### src/rtl/piso_pkg.sv
// Shared definitions for the PISO serializer and any matching deserializer:
// FSM state encodings and an even-parity helper.
package piso_pkg;

  localparam logic [1:0] IDLE  = 2'd0;
  localparam logic [1:0] SHIFT = 2'd1;
  localparam logic [1:0] DONE  = 2'd2;

  localparam int unsigned MAX_WIDTH = 32;

  // Even-parity bit for a word zero-extended to MAX_WIDTH bits.
  function automatic logic even_parity(input logic [MAX_WIDTH-1:0] d);
    return ^d;
  endfunction

endpackage

### src/rtl/piso_serializer.sv
// Parallel-in serial-out shifter with ready/load handshake, optional even
// parity bit after the data bits and a one-cycle done pulse at frame end.
module piso_serializer
  import piso_pkg::*;
#(
  parameter int unsigned WIDTH     = 8,
  parameter int unsigned MSB_FIRST = 1,
  parameter int unsigned PARITY_EN = 0
) (
  input  logic             clk,
  input  logic             reset,
  input  logic [WIDTH-1:0] D,
  input  logic             load,
  output logic             ready,
  output logic             sout,
  output logic             sout_valid,
  output logic             busy,
  output logic             done
);

  localparam int unsigned CW   = $clog2(WIDTH + 2);
  localparam int unsigned LAST = WIDTH - 1 + ((PARITY_EN != 0) ? 1 : 0);

  logic [1:0]       state, state_nxt;
  logic [WIDTH-1:0] shreg, shreg_nxt;
  logic [CW-1:0]    cnt, cnt_nxt;
  logic             par, par_nxt;
  logic             sout_nxt;

  // Bit that leaves the word next, in the configured order.
  function automatic logic head(input logic [WIDTH-1:0] v);
    return (MSB_FIRST != 0) ? v[WIDTH-1] : v[0];
  endfunction

  function automatic logic [WIDTH-1:0] advance(input logic [WIDTH-1:0] v);
    return (MSB_FIRST != 0) ? {v[WIDTH-2:0], 1'b0} : {1'b0, v[WIDTH-1:1]};
  endfunction

  // State and datapath registers; status outputs follow the next state.
  always_ff @(posedge clk or posedge reset) begin
    if (reset) begin
      state      <= IDLE;
      shreg      <= '0;
      cnt        <= '0;
      par        <= 1'b0;
      sout       <= 1'b0;
      sout_valid <= 1'b0;
      ready      <= 1'b1;
      busy       <= 1'b0;
      done       <= 1'b0;
    end else begin
      state      <= state_nxt;
      shreg      <= shreg_nxt;
      cnt        <= cnt_nxt;
      par        <= par_nxt;
      sout       <= sout_nxt;
      sout_valid <= (state_nxt == SHIFT);
      ready      <= (state_nxt == IDLE);
      busy       <= (state_nxt != IDLE);
      done       <= (state_nxt == DONE);
    end
  end

  // cnt holds the index of the bit currently on sout while in SHIFT.
  always_comb begin
    state_nxt = state;
    shreg_nxt = shreg;
    cnt_nxt   = cnt;
    par_nxt   = par;
    sout_nxt  = 1'b0;
    case (state)
      IDLE: begin
        if (load) begin
          sout_nxt  = head(D);
          shreg_nxt = advance(D);
          par_nxt   = even_parity(MAX_WIDTH'(D));
          cnt_nxt   = '0;
          state_nxt = SHIFT;
        end
      end
      SHIFT: begin
        if (cnt == CW'(LAST)) begin
          state_nxt = DONE;
        end else begin
          cnt_nxt = cnt + CW'(1);
          if (cnt == CW'(WIDTH - 1)) begin
            sout_nxt = par;
          end else begin
            sout_nxt  = head(shreg);
            shreg_nxt = advance(shreg);
          end
        end
      end
      DONE:    state_nxt = IDLE;
      default: state_nxt = IDLE;
    endcase
  end

endmodule

### config.mk
export PLATFORM = sky130hd
export DESIGN_NAME = piso_serializer
export DESIGN_NICKNAME = d
export VERILOG_FILES = /design/src/rtl/piso_pkg.sv /design/src/rtl/piso_serializer.sv
export SDC_FILE = /design/constraint.sdc
export NUM_CORES = 1
export LEC_CHECK = 0
export ABC_AREA = 1
export BUFFER_PORTS_ARGS = -buffer_cell sky130_fd_sc_hd__buf_2
export CAP_MARGIN = 15
export CORE_ASPECT_RATIO = 1.1
export CORE_MARGIN = 5
export CORE_UTILIZATION = 35
export DETAILED_ROUTE_END_ITERATION = 8
export PLACE_DENSITY = 0.55
export SYNTH_ARGS = -nofsm -noshare
export SYNTH_HDL_FRONTEND = slang
export SYNTH_SLANG_ARGS = --single-unit
### constraint.sdc
create_clock -name clk -period 1.6 [get_ports clk]
set_input_delay 0 -clock clk [delete_from_list [all_inputs] [get_ports clk]]
set_output_delay 0 -clock clk [all_outputs]
set_load 0.005 [all_outputs]
==> run_results.csv <==
group,metric,value,unit
cells_and_area,fillers,270,
sta,rsz0062_at_grt,"false",
detailed_routing,vias_per_cell,4.449,
sta,fin_ws,269.3,ps
sta,slew_viol_final,0,
sta,tightest_slew,697.9,ps
clocking,clock_sinks,18,
pwr,pwr-share-clk,12.5,%
flow_run,maxCapViolations,0,
floorplan,rows,19,
sta,maxSlewHeadroom,53.42,%
worst_setup_path,crit_slowest_cell,"dfrtp_1",
clocking,clk_pin_slew,100,ps
clocking,cts_tree,"built",
floorplan,die_area,3690,sq um
detailed_routing,drt_iter0_drc,6,
sta,finalSetupTns,0,ps
sta,period_minus_slack,1331,ps
worst_setup_path,crit_start,"cnt[0]",
worst_setup_path,cp_top_family,"simple AND/OR/NAND/NOR gates",
clocking,post-cts-setup-buffers,0,
floorplan,chipWidth,58.37,um
cells_and_area,diodes,0,
synth,synth.avg_cell_area,8.919,sq um
synth,ys_ff_latch,18,
worst_setup_path,r2r_start,"cnt[0]",
cells_and_area,final_common_cell,"nand2_1",
clocking,cts_buffers,3,
worst_setup_path,crit_fanout,12,
cells_and_area,area.growth.synth_to_final,23.06,%
worst_setup_path,arrival,1520,ps
cells_and_area,fin_nets,140,
clocking,clk_latency,290,ps
global_routing,grt_pass1_vias,701,
min_path,worst_hold_path_type,"primary input to flip-flop",
cells_and_area,drive_above_1_share,29.13,%
pwr,peakVddDrop,0.7693,mV
sta,hold_slack,70.32,ps
pwr,seqPwrFrac,42.2,%
detailed_routing,routedWlPerCell,10.99,um
pwr,switching_share,44.07,%
sta,setup_viol,0,
detailed_routing,ant_nets,0,
sta,fmax,0.7515,GHz
placement,gp_congestion,0.7685,
pwr,p_per_area,1708,nW/um^2
cells_and_area,layout_common_cells,"nand2_1, dfrtp_1, buf_2",
detailed_routing,drt_first_pass_iters,4,
clocking,htree_levels,1,
synth,ys_types,15,
synth,ys_seq_area_share,50.14,%
worst_setup_path,critPathLaunchType,"flip-flop",
worst_setup_path,cp_cell_sequence,"ha_1 > nand3_2 > nand2_4 > nand2_4 > nand2_1 > nand2_1",
sta,fin_skew,1.435,ps
clocking,cts_root_buf,"clkbuf_4",
worst_setup_path,end_kind,"flip-flop",
detailed_routing,remaining_drc_errors,0,
floorplan,core_area,2496,sq um
clocking,clk_path_buf_depth,2,
floorplan,pin_count,16,
placement,dpl.cell_count,145,
synth,syn-instance-count,101,
pwr,p_comb_share,45.3,%
global_routing,grt-ovfl-total,0,
worst_setup_path,critPathMaxStageDelay,430,ps
synth,netlist_area,900.9,sq um
floorplan,start_util,36.09,%
worst_setup_path,cp.depth,6,
worst_setup_path,critPathBufInv,0,
synth,yosysWarningCount,0,
pwr,p_leak,0.5874,nW
detailed_routing,drt_wl_total,1737,um
placement,hpwl,1238,um
worst_setup_path,crit_type,"flip-flop to flip-flop",
placement,dp_slack,281.4,ps
pwr,internal_power,1.059,mW
synth,synth_fp_nets,113,
detailed_routing,num_vias,703,
floorplan,die_h,63.21,um
cells_and_area,stdcell_count,158,
worst_setup_path,rr_worst_depth,6,
worst_setup_path,rr_endpoint,"shreg[5]",
global_routing,grt_pass1_wl,3111,um
worst_setup_path,r2r_slack,270,ps
worst_setup_path,crit_end,"shreg[5]",
placement,port_buffers,15,
status,outcome,"complete, no violations",
cells_and_area,final_core_util,44.41,%
sta,min_period_over_period,83.17,%
global_routing,grt_max_degree,19,
global_routing,antenna_found_initial,0,
sta,finalHoldViolCount,0,
worst_setup_path,required,1790,ps
pwr,power.switching,834.3,uW
global_routing,grt.total_usage,10.71,%
## repair_timing
action,CTS,global route
gates resized for setup,0,0
endpoints found under the hold margin,25,0
hold buffers,9,0
## flip-flops by register name, summed over array words and instances, names as in the netlist
register	count
cnt	4
sout	1
busy	1
sout_valid	1
shreg	7
ready	1
done	1
state	2
## Yosys cell counts
cell type | n | area, sq um
nor2_1 | 7 | 26.28
inv_1 | 5 | 18.77
dfstp_2 | 1 | 26.28
nand4_1 | 2 | 12.51
buf_4 | 1 | 7.510
nand3_1 | 5 | 25.02
nand3_2 | 10 | 100.1
nand2_1 | 43 | 161.4
nand2_4 | 3 | 33.78
nand2_2 | 1 | 6.260
buf_8 | 1 | 15.01
ha_1 | 1 | 12.51
dfrtp_1 | 17 | 425.4
inv_2 | 2 | 7.510
nor2_4 | 2 | 22.52
## worst min path at each step
stage          slack (ps)          to  cells after the start  start
2_1_floorplan         -60        busy                      1  reset
3_3_place_gp          160  sout_valid                      2  reset
3_5_place_dp          160  sout_valid                      2  reset
4_1_cts                60       ready                      4   load
5_1_grt                80       ready                      4   load
6_report               70       ready                      4   load
## tightest hold or removal path: cells and delay by family
| kind | cells | cell delay, ps |
|---|---|---|
| buffers and inverters | 2 | 130 |
| and+or+nand+nor | 2 | 230 |
## through the flow
stage / power [mW] / area, sq um
finish: 1.893 / 1109
global route: 2.093 / 1109
detailed placement: 1.668 / 992.2
CTS: 1.927 / 1109
global placement: 1.656 / 992.2
floorplan: 1.507 / 900.9
## cell type report
class,instances,area [sq um],area share (%)
clock buffer,4,26.28,2.370
inverter,7,26.28,2.370
multi-input combinational,74,400.4,36.12
sequential,18,451.7,40.75
tap,31,38.79,3.499
timing repair buffer,24,165.2,14.90
## per-layer routing
metal | vias up | part of all wire [%] | track usage (%)
met5 | - | 0 | 0
met4 | 0 | 0 | 3.478
met1 | 320 | 48 | 14.52
met2 | 13 | 47 | 16.62
met3 | 0 | 5.4 | 2.449
li1 | 370 | - | -
## power groups by stage
stage	sequential [mW]	clock [mW]	combinational [mW]
floorplan	0.786	0	0.721
global placement	0.802	0	0.854
detailed placement	0.810	0	0.858
CTS	0.801	0.250	0.876
global route	0.834	0.270	0.988
finish	0.800	0.236	0.857
## cells by family after synthesis
family | count (synthesis) | share of synthesized area, %
buffers and inverters | 9 | 5.417
adder cells (fa/ha/maj) | 1 | 1.389
AND/OR/NAND/NOR | 73 | 43.06
flip-flops | 18 | 50.14
(Power assumes the default switching activity.)
